**src/rtl/iram_boot_loader_pkg.sv**
```systemverilog
// Shared types and helpers for the instruction RAM boot loader.
// Optional build macro: IRAM_PARITY_EN (parity-protected word storage).
package iram_pkg;

   // Load sequencer states
   typedef enum logic [1:0] {
      IDLE = 2'd0,
      LOAD = 2'd1,
      DONE = 2'd2
   } state_t;

   // Widest word the parity helper accepts; narrower words are zero-extended,
   // which leaves their parity unchanged.
   localparam int PAR_MAX_W = 256;

   // Bytes per instruction word
   function automatic int nbytes(input int data_w);
      return data_w / 8;
   endfunction

   // Even parity bit: makes the total count of ones (data + parity) even
   function automatic logic even_parity(input logic [PAR_MAX_W-1:0] data);
      return ^data;
   endfunction

endpackage

```
**src/rtl/iram_boot_loader_if.sv**
```systemverilog
// Fetch and boot-load signal bundle for the instruction RAM.
// The processor/host side uses the master modport, the RAM uses slave.
// Optional build macro: IRAM_PARITY_EN (par_err is present in both builds).
interface iram_boot_loader_if #(
   parameter int DATA_W = 16,
   parameter int ADDR_W = 8
);
   // Fetch side
   logic              fetch_en;
   logic [ADDR_W-1:0] address;
   logic [DATA_W-1:0] q;
   logic              q_valid;
   logic              par_err;

   // Boot-load side
   logic              ld_start;
   logic              ld_valid;
   logic [7:0]        ld_byte;
   logic              ld_last;
   logic              ld_ready;
   logic [ADDR_W:0]   ld_count;
   logic              ld_done;
   logic              ld_ovf;
   logic              busy;

   modport master (
      output fetch_en, address, ld_start, ld_valid, ld_byte, ld_last,
      input  q, q_valid, par_err, ld_ready, ld_count, ld_done, ld_ovf, busy
   );

   modport slave (
      input  fetch_en, address, ld_start, ld_valid, ld_byte, ld_last,
      output q, q_valid, par_err, ld_ready, ld_count, ld_done, ld_ovf, busy
   );

endinterface

```
**src/rtl/iram_byte_packer.sv**
```systemverilog
// Assembles an incoming byte stream into DATA_W words, MSB byte first.
// word_valid/word_data are combinational with the completing byte so the
// word can be written on the same edge that accepts that byte.
// A last byte on a partial word emits the word with low bytes zero.
// Optional build macro: IRAM_PARITY_EN (not used inside this block).
module iram_byte_packer
   import iram_pkg::*;
#(
   parameter int DATA_W = 16
) (
   input  logic              clock,
   input  logic              reset,
   input  logic              clear,
   input  logic              byte_valid,
   input  logic [7:0]        byte_data,
   input  logic              byte_last,
   output logic              word_valid,
   output logic [DATA_W-1:0] word_data
);

   localparam int NBYTES = nbytes(DATA_W);
   localparam int IDX_W  = (NBYTES > 1) ? $clog2(NBYTES) : 1;
   localparam logic [IDX_W-1:0] IDX_LAST = IDX_W'(NBYTES - 1);

   logic [IDX_W-1:0]  idx_q, idx_d;
   logic [DATA_W-1:0] acc_q, acc_d;
   logic [DATA_W-1:0] merged;

   // Drop the current byte into its lane; lanes not yet filled stay zero in
   // acc_q, which provides the zero fill on a short final word.
   generate
      for (genvar gi = 0; gi < NBYTES; gi++) begin : g_lane
         assign merged[DATA_W-1-8*gi -: 8] = (idx_q == IDX_W'(gi)) ?
                                             byte_data : acc_q[DATA_W-1-8*gi -: 8];
      end
   endgenerate

   assign word_valid = byte_valid & (byte_last | (idx_q == IDX_LAST));
   assign word_data  = merged;

   // Next accumulator/index: restart after every emitted word or on clear
   always_comb begin
      idx_d = idx_q;
      acc_d = acc_q;
      if (clear) begin
         idx_d = '0;
         acc_d = '0;
      end else if (byte_valid) begin
         if (word_valid) begin
            idx_d = '0;
            acc_d = '0;
         end else begin
            idx_d = idx_q + IDX_W'(1);
            acc_d = merged;
         end
      end
   end

   // Packer state registers
   always_ff @(posedge clock) begin
      if (reset) begin
         idx_q <= '0;
         acc_q <= '0;
      end else begin
         idx_q <= idx_d;
         acc_q <= acc_d;
      end
   end

endmodule

```
**src/rtl/iram_boot_loader.sv**
```systemverilog
// Parametrised instruction RAM with a byte-stream boot-load port.
// Loads pack bytes into words written sequentially from address 0; the
// fetch port gives a registered read and is refused while a load runs.
// Optional build macro: IRAM_PARITY_EN -- store an even-parity bit per
// word and flag mismatches on fetch via par_err; otherwise par_err is 0.
module iram_boot_loader
   import iram_pkg::*;
#(
   parameter int DATA_W = 16,
   parameter int ADDR_W = 8,
   parameter int DEPTH  = 256
) (
   input logic                clock,
   input logic                reset,
   iram_boot_loader_if.slave  bus
);

   localparam int MEM_AW = (DEPTH > 1) ? $clog2(DEPTH) : 1;
   localparam logic [ADDR_W:0] DEPTH_L = (ADDR_W + 1)'(DEPTH);
`ifdef IRAM_PARITY_EN
   localparam int MEM_W = DATA_W + 1;
`else
   localparam int MEM_W = DATA_W;
`endif

   // Word storage; deliberately never cleared so reset keeps the image
   logic [MEM_W-1:0] mem [DEPTH];

   state_t          state_q, state_d;
   logic [ADDR_W:0] ld_count_q, ld_count_d;
   logic            ld_ovf_q, ld_ovf_d;
   logic            ld_done_q, ld_done_d;

   logic [DATA_W-1:0] q_q;
   logic              q_valid_q;
   logic              par_err_q;

   logic              byte_acc;
   logic              pack_clear;
   logic              word_valid;
   logic [DATA_W-1:0] word_data;
   logic              mem_full;
   logic              wr_en;
   logic [MEM_AW-1:0] wr_idx;
   logic [MEM_W-1:0]  wr_word;
   logic              fetch_acc;
   logic              rd_in_range;
   logic [MEM_AW-1:0] rd_idx;

   assign byte_acc   = bus.ld_valid & (state_q == LOAD);
   assign pack_clear = (state_q == IDLE) & bus.ld_start;

   iram_byte_packer #(
      .DATA_W (DATA_W)
   ) u_packer (
      .clock      (clock),
      .reset      (reset),
      .clear      (pack_clear),
      .byte_valid (byte_acc),
      .byte_data  (bus.ld_byte),
      .byte_last  (bus.ld_last),
      .word_valid (word_valid),
      .word_data  (word_data)
   );

   // ld_count doubles as the write pointer: every written word advances it,
   // and once it reaches DEPTH further completed words are discarded.
   assign mem_full = (ld_count_q == DEPTH_L);
   assign wr_en    = word_valid & ~mem_full;
   assign wr_idx   = ld_count_q[MEM_AW-1:0];

`ifdef IRAM_PARITY_EN
   assign wr_word = {even_parity(PAR_MAX_W'(word_data)), word_data};
`else
   assign wr_word = word_data;
`endif

   assign fetch_acc   = bus.fetch_en & (state_q == IDLE);
   assign rd_in_range = ({1'b0, bus.address} < DEPTH_L);
   assign rd_idx      = bus.address[MEM_AW-1:0];

   // Load sequencer next-state: counters, overflow flag and done strobe
   always_comb begin
      state_d    = state_q;
      ld_count_d = ld_count_q;
      ld_ovf_d   = ld_ovf_q;
      ld_done_d  = 1'b0;
      unique case (state_q)
         IDLE: begin
            if (bus.ld_start) begin
               state_d    = LOAD;
               ld_count_d = '0;
               ld_ovf_d   = 1'b0;
            end
         end
         LOAD: begin
            if (byte_acc) begin
               if (word_valid) begin
                  if (mem_full) begin
                     ld_ovf_d = 1'b1;
                  end else begin
                     ld_count_d = ld_count_q + (ADDR_W + 1)'(1);
                  end
               end
               if (bus.ld_last) begin
                  state_d   = DONE;
                  ld_done_d = 1'b1;
               end
            end
         end
         DONE: begin
            state_d = IDLE;
         end
         default: begin
            state_d = IDLE;
         end
      endcase
   end

   // Load sequencer registers (state plus registered status outputs)
   always_ff @(posedge clock) begin
      if (reset) begin
         state_q    <= IDLE;
         ld_count_q <= '0;
         ld_ovf_q   <= 1'b0;
         ld_done_q  <= 1'b0;
      end else begin
         state_q    <= state_d;
         ld_count_q <= ld_count_d;
         ld_ovf_q   <= ld_ovf_d;
         ld_done_q  <= ld_done_d;
      end
   end

   // Single write port, fed by the packer on the completing byte's edge
   always_ff @(posedge clock) begin
      if (wr_en) begin
         mem[wr_idx] <= wr_word;
      end
   end

   // Registered read port; q holds between accepted fetches and reads
   // beyond the implemented depth return zero.
   always_ff @(posedge clock) begin
      if (reset) begin
         q_q       <= '0;
         q_valid_q <= 1'b0;
         par_err_q <= 1'b0;
      end else begin
         q_valid_q <= fetch_acc;
         par_err_q <= 1'b0;
         if (fetch_acc) begin
            if (rd_in_range) begin
               q_q <= mem[rd_idx][DATA_W-1:0];
`ifdef IRAM_PARITY_EN
               par_err_q <= ^mem[rd_idx];
`endif
            end else begin
               q_q <= '0;
            end
         end
      end
   end

   assign bus.q        = q_q;
   assign bus.q_valid  = q_valid_q;
   assign bus.par_err  = par_err_q;
   assign bus.ld_ready = (state_q == LOAD);
   assign bus.ld_count = ld_count_q;
   assign bus.ld_done  = ld_done_q;
   assign bus.ld_ovf   = ld_ovf_q;
   assign bus.busy     = (state_q != IDLE);

endmodule

```
**src/flat_wrapper.sv**
```systemverilog
// flat-port wrapper written by rule: the top's interface ports become plain ports
module iram_boot_loader_flat import iram_pkg::*;
#(
   parameter int DATA_W = 16,
   parameter int ADDR_W = 8,
   parameter int DEPTH  = 256
)
  (clock, reset, bus_fetch_en, bus_address, bus_ld_start, bus_ld_valid, bus_ld_byte, bus_ld_last, bus_q, bus_q_valid, bus_par_err, bus_ld_ready, bus_ld_count, bus_ld_done, bus_ld_ovf, bus_busy);
  iram_boot_loader_if #(.DATA_W(DATA_W), .ADDR_W(ADDR_W)) bus_i ();
  input logic clock;
  input logic reset;
  input wire logic [$bits(bus_i.fetch_en)-1:0] bus_fetch_en;
  input wire logic [$bits(bus_i.address)-1:0] bus_address;
  input wire logic [$bits(bus_i.ld_start)-1:0] bus_ld_start;
  input wire logic [$bits(bus_i.ld_valid)-1:0] bus_ld_valid;
  input wire logic [$bits(bus_i.ld_byte)-1:0] bus_ld_byte;
  input wire logic [$bits(bus_i.ld_last)-1:0] bus_ld_last;
  output wire logic [$bits(bus_i.q)-1:0] bus_q;
  output wire logic [$bits(bus_i.q_valid)-1:0] bus_q_valid;
  output wire logic [$bits(bus_i.par_err)-1:0] bus_par_err;
  output wire logic [$bits(bus_i.ld_ready)-1:0] bus_ld_ready;
  output wire logic [$bits(bus_i.ld_count)-1:0] bus_ld_count;
  output wire logic [$bits(bus_i.ld_done)-1:0] bus_ld_done;
  output wire logic [$bits(bus_i.ld_ovf)-1:0] bus_ld_ovf;
  output wire logic [$bits(bus_i.busy)-1:0] bus_busy;
  assign bus_i.fetch_en = bus_fetch_en;
  assign bus_i.address = bus_address;
  assign bus_i.ld_start = bus_ld_start;
  assign bus_i.ld_valid = bus_ld_valid;
  assign bus_i.ld_byte = bus_ld_byte;
  assign bus_i.ld_last = bus_ld_last;
  assign bus_q = bus_i.q;
  assign bus_q_valid = bus_i.q_valid;
  assign bus_par_err = bus_i.par_err;
  assign bus_ld_ready = bus_i.ld_ready;
  assign bus_ld_count = bus_i.ld_count;
  assign bus_ld_done = bus_i.ld_done;
  assign bus_ld_ovf = bus_i.ld_ovf;
  assign bus_busy = bus_i.busy;
  iram_boot_loader #(.DATA_W(DATA_W), .ADDR_W(ADDR_W), .DEPTH(DEPTH)) u_core (.clock(clock), .reset(reset), .bus(bus_i));
endmodule
```
**config.mk**
```make
export PLATFORM = sky130hd
export DESIGN_NAME = iram_boot_loader_flat
export DESIGN_NICKNAME = d
export VERILOG_FILES = /design/src/rtl/iram_boot_loader_pkg.sv /design/src/rtl/iram_boot_loader_if.sv /design/src/rtl/iram_byte_packer.sv /design/src/rtl/iram_boot_loader.sv /design/src/flat_wrapper.sv
export SDC_FILE = /design/constraint.sdc
export NUM_CORES = 2
export LEC_CHECK = 0
export CAP_MARGIN = 10
export CORE_MARGIN = 3
export CORE_UTILIZATION = 65
export DETAILED_ROUTE_END_ITERATION = 6
export PLACE_DENSITY = 0.81
export SYNTH_ARGS = -nofsm -noshare
export SYNTH_HDL_FRONTEND = slang
export SYNTH_SLANG_ARGS = --single-unit
```
**constraint.sdc**
```tcl
create_clock -name clock -period 8.4 [get_ports clock]
set_input_delay 2.52 -clock clock [delete_from_list [all_inputs] [get_ports clock]]
set_output_delay 2.52 -clock clock [all_outputs]
set_load 0.02 [all_outputs]
```
Word-level counts from Yosys, hierarchy flattened
Memory sizes are Yosys's and may differ from the RTL's. A register that Yosys moved wholly into a read port is not among the register bits.
Cells that the tools add are included.
- register bits after elaboration: 31
- memory bits (writable): 4096
- output and inout port bits: 31
- word-level logic and storage cells: 56
- memories kept: 1
- memory list (memory ; depth ; bits a word ; read ports ; clocked after memory_dff ; write ports ; line ; source):
    u_core.mem ; 256 ; 16 ; 1 ; 1 ; 1 ; iram_boot_loader.sv:27 ; logic [MEM_W-1:0] mem [DEPTH];
- add/sub/neg operators: 2
- eq/ne operators: 8
- mux-type cells: 21
- bitwise operators: 9
- reduce and logical (&&, ||, !) cells: 8
- operator list (kind ; number):
    $mux 9 ; 4
    $pmux 9 s2 ; 1
    $mux 16 ; 1
    $mux 8 ; 2
    $reduce_and 5->1 ; 2
    $add 9x1->9 const B ; 1
    $eq 9x9->1 const B ; 1
    $mux 1 ; 8
    $mux 2 ; 3
    $ne 2x1->1 const B ; 3
    $ne 2x2->1 const B ; 3
    $and 1x1->1 ; 5
    $pmux 2 s2 ; 1
    $reduce_bool 2->1 ; 2
    $not 1->1 ; 3
    $reduce_and 3->1 ; 1
    $reduce_or 3->1 ; 1
    $eq 2x1->1 const B ; 1
    $logic_not 2->1 ; 1
    $pmux 1 s2 ; 1
    $reduce_or 2->1 ; 1
    $add 1x1->1 const B ; 1
    $or 1x1->1 ; 1

Logic depth before layout (Yosys ltp)
- depth in word-level cells: 6
- mapped depth: 13

Hierarchy
A second synthesis with hierarchy kept.
- cells, all modules: 7680
- area total of the unflattened synthesis: 160754.2 um2
- modules (own cells, without submodules) (module ; instances ; cells each ; area an instance (um2) ; seq. area each (um2)):
    iram_boot_loader ; 1 ; 7620 ; 159955.9 ; 123598.5
    iram_byte_packer ; 1 ; 60 ; 798.3 ; 340.3

Worst setup path before layout
No wires, ideal clock.
- path type: input to register
- start: input bus_ld_byte[6]
- end: memory u_core.mem[0][14] (netlist name), data pin
- library setup time: 0.823 ns
- arrival: 5.639 ns
- path slack: 1.938 ns
- stages: 2
- path buffers: 0
- cells stage by stage: nand2b_1 > nand2_1
- longest elaborated chain between the ends: 1
- RTL lines (what ; line ; source):
    from (decl) ; flat_wrapper.sv:16 ; input wire logic [$bits(bus_i.ld_byte)-1:0] bus_ld_byte;
    $mux 8 ; iram_byte_packer.sv:33 ; assign merged[DATA_W-1-8*gi -: 8] = (idx_q == IDX_W'(gi)) ?
    named net u_core.u_packer.word_data[14] ; iram_byte_packer.sv:18 ; output logic [DATA_W-1:0] word_data
    to (decl) ; iram_boot_loader.sv:27 ;
The timed path passes the listed nets, and every way through them passes these cells.

==> run summary <==
CTS Buf Count - 401
Hold Path End - u_core.u_packer.acc_q[9]
Max Cap Viol - 0
H-Tree Depth - 5
Synthesized flop and latch total - 4143
Met1 GRT Util - 47.5%
Setup crit start kind - input port
CTS Sinks - 4143
Req. time, crit path - 9.21 ns
Slew @ Worst Pin - 1.41 ns
End of the worst register-to-register path - u_core.mem[234][2]
Pleak - 60.5 nW
Unrepaired setup endpoints after global routing - false
Root Buffer - clkbuf_16
FF-to-FF Start - u_core.bus.ld_count[0]
Initial antenna violation count - 43
Clk buf depth - 4
Vias per cell - 7.67
# rows - 181
Commonest non-fill, non-tap cell in the layout - edfxtp_1
Sequential share of the synthesized area - 77.5%
Top_reg_cell synth - edfxtp_1
Most Crowded Layer GR - met2
Commonest cells after routing, fill and taps aside - edfxtp_1, mux4_2, mux2i_1
FF-to-FF path depth - 7
Slew margin rel. - 4.96%
I/O pin cnt - 53
Routed len/inst - 41.5 um
Mean Syn Cell Area - 21.3 sq um
Final net count - 8014
Clk_skew - 0.0940 ns
Synthesized area - 0.160 sq mm
Initial core utilization - 65.6%
VDD IR max - 0.230 mV
Max Freq - 159 MHz
Yosys top cell area share - 76.9%
Buf+Inv Stages, Crit Path - 3
Global-route wire length before repair - 666 mm
Share of cells above drive strength 1 - 23.0%
Power Density - 236 mW/mm^2
Reg2Reg Setup Slack - 4.00 ns
Inst Count DP - 10800
Yosys warns - 0
Total grt overflow - 0
Setup Buffers After CTS - 0
Period minus WS final - 6.28 ns
WHS - 0.491 ns
WP data arrival - 7.09 ns
Fin util - 73.0%
Crit path max fanout - 16
Setup Viol. Count Final - 0
Status - finished with violations
Post-synth ARST share - 0%
CP top delay family - simple AND/OR/NAND/NOR gates
Die Ht - 502 um
Met2 Usage GRT - 57.4%
Core Box Area - 0.244 sq mm
Cells after Synth - 7525
Ranking of synthesized cells by area - edfxtp_1, mux4_2, mux2i_1, nor2_1, o22ai_1
Slew Viols, Final - 0
Failing checks - design-rule violations
Final Non-Filler Cells - 11500
Worst slack, placed - 1.51 ns
Worst-path clk slew - 0.06 ns
Netlist cell types - 80
# port buffers - 51
CP Class - in2reg
Worst path slowest cell - nor3_1
Fin. Hold Viols - 0
Setup TNS Final - 0 ns
Setup ws final - 2.12 ns
Post-CTS Resized - 0
Worst hold path cell count - 2
Vias - 88300
HP Class - reg2reg
DP HPWL - 266 mm
Routed WL - 478 mm
Hold buffer count at cts - 0
Crit-path cells - clkdlybuf4s50_1 -> buf_16 -> nor3b_2 -> buf_4 -> nand2_1 -> nor3_1 -> nor4_1 -> nand3_1 -> o311ai_1
Layout Area Growth over Synthesis - 11.3%
CTS tree - done
Final period util - 74.8%
Total track usage - 38.2%
Die W - 502 um
Synth area leader - edfxtp_1
Hold_sp - u_core.u_packer.acc_q[9]
Post-synth EDFFs - 4096
DR iter-0 viols - 17100
DR pass1 iterations - 7
Largest net degree at the start of global routing - 197
Routability-driven placement congestion ratio - 0.985
Critical Path Max Stage Delay - 1.22 ns
Post-Syn Nets - 7551
Met3 Use GR - 13.0%
DRC viols - 13
Die Area - 0.252 sq mm
Critical Path Sink Type - register
Antenna Nets Post-Route - 0
Clk_lat worst skew - 1.03 ns
Vias in the first global route - 86500
==> per-layer routing <==
metal	wire length, um	up-vias
met4	42900	26
met3	71800	2112
met1	144000	44200
li1	-	32500
met2	219000	9446
met5	237	-
==> worst max path at each step <==
stage	slack, ns	to	start	depth (start not counted)
floorplan	1.94	u_core.mem[0][14]	bus_ld_byte[6]	2
global placement	0.95	u_core.bus.q[2]	bus_address[5]	7
detailed placement	1.51	u_core.bus.q[11]	bus_address[6]	8
CTS	2.53	u_core.bus.q[11]	bus_address[6]	8
global route	2.19	u_core.bus.q[14]	bus_address[0]	10
finish	2.12	u_core.bus.q[8]	bus_address[3]	9
==> power by group <==
| group | leakage [nW] | internal (W) | switching, W | total (W) |
|---|---|---|---|---|
| Sequential | 41.1 | 0.0227 | 0.0000305 | 0.0227 |
| Combinational | 13.3 | 0.000574 | 0.00136 | 0.00193 |
| Clock | 6.05 | 0.00975 | 0.00765 | 0.0174 |
==> through the flow <==
step / power, W / area, sq um
3_5_place_dp: 0.0250 / 166000
4_1_cts: 0.0419 / 178000
2_1_floorplan: 0.0243 / 160000
5_1_grt: 0.0427 / 178000
3_3_place_gp: 0.0249 / 165000
6_report: 0.0420 / 178000
==> Yosys cell counts, types with 11 or more instances <==
| cell | n |
|---|---|
| a2111oi_0 | 38 |
| a211o_1 | 18 |
| a211oi_1 | 45 |
| a21oi_1 | 115 |
| a221oi_1 | 14 |
| a22o_1 | 18 |
| a22oi_1 | 96 |
| a31oi_1 | 15 |
| and2_1 | 29 |
| buf_1 | 16 |
| buf_12 | 13 |
| buf_2 | 103 |
| buf_4 | 57 |
| buf_6 | 77 |
| buf_8 | 20 |
| clkbuf_1 | 160 |
| dfxtp_1 | 47 |
| edfxtp_1 | 4096 |
| mux2_2 | 24 |
| mux2i_1 | 481 |
| mux4_2 | 830 |
| nand2_1 | 177 |
| nand3_1 | 78 |
| nor2_1 | 351 |
| nor2b_1 | 13 |
| nor3_1 | 82 |
| nor4_1 | 24 |
| o21a_1 | 13 |
| o21ai_0 | 83 |
| o221ai_1 | 93 |
| o22ai_1 | 153 |
| or3_1 | 11 |
==> worst min-delay path, stage by stage (launching register included) <==
cell and delay (ns):
dfxtp_1 0.33, nand2_1 0.06, a21oi_1 0.05
==> registers in the layout, summed over array words and instances (netlist names) <==
register               flops
u_core.bus.ld_done         1
u_core.state_q             2
u_core.bus.q              16
u_core.bus.q_valid         1
u_core.bus.ld_ovf          1
u_core.bus.ld_count        9
u_core.u_packer.idx_q      1
u_core.mem              4096
u_core.u_packer.acc_q     16
==> area by class of cell <==
class                           instances  area, sq um
Sequential cell                      4143       124000
Fill cell                           12400        65900
Multi-Input combinational cell       2930        33300
Clock buffer                          483        10400
Timing Repair Buffer                  507         4390
Tap cell                             3202         4010
Clock inverter                        222         1900
Antenna cell                           26         65.1
Inverter                                5         28.8
==> logic make-up (layout without fill, tap and decap cells) <==
family,after synthesis,count (layout),synth area share [%]
flops,4143,4143,77.5
mux,1335,1335,14.9
compound gates,759,759,3.31
fa+ha+maj,4,4,0.0313
other cells,1,27,0.00235
buf+inv,452,1217,1.91
xor+xnor,6,6,0.0329
simple gates,825,825,2.33
Note: power is estimated with default switching activity, not from simulation.
